## src/rtl/spi_reg_pkg.sv

```systemverilog
// Shared FSM states and constants for the SPI register bridge.
package spi_reg_pkg;

  typedef enum logic [1:0] {
    IDLE    = 2'd0,
    WR_DATA = 2'd1,
    RD_DATA = 2'd2
  } state_t;

  localparam int unsigned CMD_RD_BIT      = 7;
  localparam logic [7:0]  IDLE_TX_DEFAULT = 8'h00;

endpackage

```

## src/rtl/spi_cs_sync.sv

```systemverilog
// Two-flop synchroniser for the raw SPI chip select with one-cycle edge pulses.
module spi_cs_sync (
  input  logic i_Clk,
  input  logic i_Rst,
  input  logic i_SPI_CS_n,
  output logic o_Rise,
  output logic o_Fall
);

  logic cs_meta;
  logic cs_sync;
  logic cs_prev;

  // Reset to the deasserted (high) level so leaving reset never fakes a frame end.
  always_ff @(posedge i_Clk) begin
    if (i_Rst) begin
      cs_meta <= 1'b1;
      cs_sync <= 1'b1;
      cs_prev <= 1'b1;
    end else begin
      cs_meta <= i_SPI_CS_n;
      cs_sync <= cs_meta;
      cs_prev <= cs_sync;
    end
  end

  assign o_Rise = cs_sync & ~cs_prev;
  assign o_Fall = ~cs_sync & cs_prev;

endmodule

```

## src/rtl/spi_reg_bridge.sv

```systemverilog
// Command decoder and register bank behind an SPI slave byte interface.
// Build option: SPI_REG_BRIDGE_AUTOINC_EN enables burst address auto-increment.
module spi_reg_bridge
  import spi_reg_pkg::*;
#(
  parameter int unsigned NUM_REGS = 16,
  parameter int unsigned ADDR_W   = 4,
  parameter logic [7:0]  IDLE_TX  = IDLE_TX_DEFAULT
) (
  input  logic                  i_Clk,
  input  logic                  i_Rst,
  input  logic                  i_RX_DV,
  input  logic [7:0]            i_RX_Byte,
  input  logic                  i_SPI_CS_n,
  output logic                  o_TX_DV,
  output logic [7:0]            o_TX_Byte,
  output logic                  o_Wr_Strobe,
  output logic [ADDR_W-1:0]     o_Wr_Addr,
  output logic [8*NUM_REGS-1:0] o_Regs
);

  state_t            state;
  state_t            state_d;
  logic [ADDR_W-1:0] addr;
  logic [ADDR_W-1:0] addr_d;
  logic [ADDR_W-1:0] cmd_addr;
  logic [ADDR_W-1:0] rd_addr;
  logic [ADDR_W-1:0] wr_addr_d;
  logic [7:0]        regs [NUM_REGS];
  logic [7:0]        rd_byte;
  logic [7:0]        tx_byte_d;
  logic              tx_dv_d;
  logic              wr_en_d;
  logic              cs_rise;
  logic              cs_fall_unused;

  function automatic logic in_range(input logic [ADDR_W-1:0] a);
    return {1'b0, a} < (ADDR_W+1)'(NUM_REGS);
  endfunction

  function automatic logic [ADDR_W-1:0] next_addr(input logic [ADDR_W-1:0] a);
`ifdef SPI_REG_BRIDGE_AUTOINC_EN
    return (a == ADDR_W'(NUM_REGS - 1)) ? '0 : a + ADDR_W'(1);
`else
    return a;
`endif
  endfunction

  spi_cs_sync u_cs_sync (
    .i_Clk      (i_Clk),
    .i_Rst      (i_Rst),
    .i_SPI_CS_n (i_SPI_CS_n),
    .o_Rise     (cs_rise),
    .o_Fall     (cs_fall_unused)
  );

  // A read command returns its own start register, later reads use the running address.
  assign cmd_addr = i_RX_Byte[ADDR_W-1:0];
  assign rd_addr  = (state == IDLE) ? cmd_addr : addr;
  assign rd_byte  = in_range(rd_addr) ? regs[rd_addr] : 8'h00;

  always_ff @(posedge i_Clk) begin
    if (i_Rst) state <= IDLE;
    else       state <= state_d;
  end

  always_comb begin
    state_d = state;
    if (i_RX_DV && (state == IDLE))
      state_d = i_RX_Byte[CMD_RD_BIT] ? RD_DATA : WR_DATA;
    if (cs_rise)
      state_d = IDLE;
  end

  // Frame end overrides any read load in the same cycle; a colliding write still lands.
  always_comb begin
    tx_dv_d   = 1'b0;
    tx_byte_d = o_TX_Byte;
    wr_en_d   = 1'b0;
    wr_addr_d = o_Wr_Addr;
    addr_d    = addr;
    if (i_RX_DV) begin
      case (state)
        IDLE: begin
          addr_d = cmd_addr;
          if (i_RX_Byte[CMD_RD_BIT]) begin
            tx_dv_d   = 1'b1;
            tx_byte_d = rd_byte;
            addr_d    = next_addr(cmd_addr);
          end
        end
        WR_DATA: begin
          if (in_range(addr)) begin
            wr_en_d   = 1'b1;
            wr_addr_d = addr;
          end
          addr_d = next_addr(addr);
        end
        RD_DATA: begin
          tx_dv_d   = 1'b1;
          tx_byte_d = rd_byte;
          addr_d    = next_addr(addr);
        end
        default: addr_d = addr;
      endcase
    end
    if (cs_rise) begin
      tx_dv_d   = 1'b1;
      tx_byte_d = IDLE_TX;
    end
  end

  always_ff @(posedge i_Clk) begin
    if (i_Rst) begin
      addr        <= '0;
      o_TX_DV     <= 1'b0;
      o_TX_Byte   <= 8'h00;
      o_Wr_Strobe <= 1'b0;
      o_Wr_Addr   <= '0;
      for (int k = 0; k < NUM_REGS; k++) regs[k] <= 8'h00;
    end else begin
      addr        <= addr_d;
      o_TX_DV     <= tx_dv_d;
      o_TX_Byte   <= tx_byte_d;
      o_Wr_Strobe <= wr_en_d;
      o_Wr_Addr   <= wr_addr_d;
      if (wr_en_d) regs[addr] <= i_RX_Byte;
    end
  end

  for (genvar k = 0; k < NUM_REGS; k++) begin : g_flat
    assign o_Regs[8*k +: 8] = regs[k];
  end

endmodule

```

## config.mk

```make
export PLATFORM = sky130hd
export DESIGN_NAME = spi_reg_bridge
export DESIGN_NICKNAME = d
export VERILOG_FILES = /design/src/rtl/spi_reg_pkg.sv /design/src/rtl/spi_cs_sync.sv /design/src/rtl/spi_reg_bridge.sv
export SDC_FILE = /design/constraint.sdc
export NUM_CORES = 1
export LEC_CHECK = 0
export CORE_ASPECT_RATIO = 1.2
export CORE_UTILIZATION = 30
export CTS_CLUSTER_SIZE = 8
export DETAILED_ROUTE_END_ITERATION = 7
export PLACE_DENSITY = 0.63
export SETUP_SLACK_MARGIN = 0.5
export SLEW_MARGIN = 25
export SYNTH_ARGS = -nofsm -noshare
export SYNTH_HDL_FRONTEND = slang
export SYNTH_SLANG_ARGS = --single-unit
export TNS_END_PERCENT = 1
```

## constraint.sdc

```tcl
create_clock -name i_Clk -period 3.43 [get_ports i_Clk]
set_clock_uncertainty 0.2 [all_clocks]
set_input_delay 1.029 -clock i_Clk [delete_from_list [all_inputs] [get_ports i_Clk]]
set_output_delay 1.029 -clock i_Clk [all_outputs]
set_load 0.05 [all_outputs]
```

==> results.yml <==
cells_and_area:
  seqCellArea_um2: 4300
  multi_input_area_um2: 3120
  nets: 835
  instances_no_fill: 1162
  drive_gt1_share_pct: 16.5
  n_fill_cell: 2367
  syn2layout_area_growth_pct: 37.3
power_and_ir_drop:
  p_comb_share_pct: 17.4
  p_switching_uw: 1400
  ir_drop_uv: 384
  seq_power_share_pct: 42.3
  power.internal_uw: 3670
  clockPowerShare_pct: 40.3
  p_per_area_nw_per_um2: 484
  switching_share_pct: 27.6
  power.total_uw: 5070
  p_leak_uw: 0.00398
route:
  wl_per_cell_um: 21.4
  dr.pass1.iters: 8
  drc: 0
  ant_nets: 0
  drtIter0Drc: 498
  via_per_inst: 5.12
  vias: 5949
  wirelength_um: 24900
die:
  core_um2: 24800
  start_util_pct: 30.7
  die_area_um2: 26100
  die-width_um: 148
  pin_count: 154
  num_rows: 63
  dieHeight_um: 177
grt:
  grt_max_degree: 24
  grtUsageTotal_pct: 19.5
  antenna_found_initial: 2
  grt_pass1_wl_um: 36700
  grt_pass1_vias: 6003
  overflow: 0
placement:
  dpl.cell_count: 1124
  gp_congestion: 0.823
  dp_hpwl_um: 18300
  place_ws_ps: -109
  port_buffers: 153
run_status:
  status: "completed"
sta:
  fmax_ghz: 0.340
  max_slew_margin_pct: 35.6
  finalSetupViolCount: 0
  hold-worst-slack_ps: 221
  setup_slack_ps: 491
  worstMarginPinSlew_ps: 965
  period_share_pct: 85.7
  maxSlewViolCount: 0
  hold_viol_final: 0
  layout_min_cycle_time_ps: 2940
  rsz0062_at_grt: "yes"
yosys:
  synthArstFlopShare_pct: 0
  synth-main-ff-cell: "edfxtp_1"
  synth-seq-cells: 151
  synth_commonest_cells: "and2_1, edfxtp_1, mux2i_1, nor2_1, clkbuf_1"
  synth_edf_count: 128
  synth-xor-area-share_pct: 0
  syn_nets: 649
  synthCells: 637
  synth.largest_area_cell: "edfxtp_1"
  yosys_warnings: 0
  synth_top_family_by_area: "simple AND/OR/NAND/NOR gates"
  synth_area_um2: 7620
  avgSynthCellArea_um2: 12.0
  yosysTopAreaCellShare_pct: 50.4
  synthMuxAreaShare_pct: 10.3
  yosys-top-cells-area: "edfxtp_1, and2_1, mux2i_1"
  synth_adder_area_share_pct: 0
  synthDistinctLibCells: 46
  synth-seq-area-share_pct: 56.4
  yosys.area_share.simple_pct: 21.6
  synth_compound_area_share_pct: 8.34
setup_path:
  cp.required_ps: 2200
  r2r-end: "o_TX_Byte[7]$_SDFFE_PP0P_"
  crit_buf_inv: 1
  crit_slowest_cell: "clkdlybuf4s50_1"
  start_kind: "register"
  r2r_slack_ps: 610
  path_cells: "clkdlybuf4s50_1"
  cp_max_fo: 3
  crit_family: "buffers and inverters"
  crit_type: "reg2out"
  worst-path-stages: 1
  arrival_ps: 1710
  r2r-start: "state[1]$_SDFFE_PP0P_"
  max_stage_delay_ps: 840
  end_kind: "output port"
  rr_worst_depth: 5
clocking:
  cts_tree: "done"
  cts_buffer_depth: 2
  cts_sinks: 151
  cts.htree.levels: 4
  cts_root_buffer: "clkbuf_16"
  insertion_delay_ps: 430
  clk_pin_slew_ps: 60
  cts-buffers-inserted: 17
flow_run:
  cap_violations: 0
worst_hold_path:
  min_to: "u_cs_sync.cs_sync$_SDFF_PP1_"
  holdPathStages: 1
  min_path_type: "reg2reg"
  hold_start: "u_cs_sync.cs_meta$_SDFF_PP1_"
[sequential cells by signal (all words and copies together), names as in the netlist]
register           flops
addr                   4
o_TX_Byte              8
o_TX_DV                1
o_Wr_Addr              4
o_Wr_Strobe            1
regs                 128
state                  2
u_cs_sync.cs_meta      1
u_cs_sync.cs_prev      1
u_cs_sync.cs_sync      1
[cell usage in the layout, fill, tap and decap left out, types with 5 or more instances in the layout]
master and n:
a211oi_1 16, a21oi_1 15, a221oi_1 8, a31oi_1 10
and2_1 128, and3_1 16, buf_4 53, bufinv_16 5
clkbuf_16 17, clkdlybuf4s50_1 149, dfxtp_1 23, edfxtp_1 128
inv_1 10, mux2_2 16, mux2i_1 56, nand2_1 7
nand2b_1 5, nand3_1 10, nor2_1 42, nor4bb_1 8
o211ai_1 8, o21ai_0 12, o22a_1 7, o32ai_1 8
or2_2 20, or4_1 11
[routing by layer]
layer / up-vias / GRT usage (%) / share of wire [%]
met1: 2905 / 22.8 / 39
li1: 2726 / - / -
met3: 48 / 5.59 / 7.8
met2: 268 / 33.3 / 50
met4: 2 / 8.12 / 3.0
met5: - / 0 / 0.052
[power groups by stage]
stage               clock network (uW)  registers, uW  logic [uW]
floorplan                            0           2370         348
global placement                     0           2180         868
detailed placement                   0           2180         874
CTS                               2060           2140         884
global route                      2130           2150         927
finish                            2040           2140         883
[stage by stage]
step	util, %	cell area, um^2	setup TNS (ps)
after floorplan	-	7620	0
final	42.2	10500	0
after CTS	42.0	10400	0
after global placement	39.3	9770	-252
after detailed placement	39.3	9770	-559
after global routing	42.2	10500	0
[cell families after synthesis]
logic type             count (synthesis)
buffers and inverters                 52
AO/OA/AOI/OAI                         89
multiplexers                          75
flip-flops                           151
AND/OR/NAND/NOR                      270
[what timing repair did]
action	4_1_cts	5_1_grt
endpoints found under the setup margin	18	42
hold buffers	0	0
pin swaps	1	1
resized for setup	6	4
gates cloned	1	0
setup buffers	3	1
[area by class of cell]
type	count	share of cell area, %
repair buffers	208	18.8
well taps	325	3.88
diodes	1	0.0239
clock buffers	20	4.17
flip-flops and latches	151	41.1
multi-input cells	435	29.7
inverters	10	0.358
clock inverters	12	1.92
[how the worst max path moves through the flow]
stage | from | to
6_report | regs[5][6]$_SDFFCE_PN0P_ | o_Regs[46]
5_1_grt | regs[8][4]$_SDFFCE_PN0P_ | o_Regs[68]
4_1_cts | regs[1][1]$_SDFFCE_PN0P_ | o_Regs[9]
3_5_place_dp | i_RX_Byte[2] | o_TX_Byte[2]$_SDFFE_PP0P_
3_3_place_gp | i_RX_Byte[1] | o_TX_Byte[4]$_SDFFE_PP0P_
2_1_floorplan | i_RX_Byte[1] | o_TX_Byte[6]$_SDFFE_PP0P_
No activity file was read; power rests on OpenSTA's default activity.
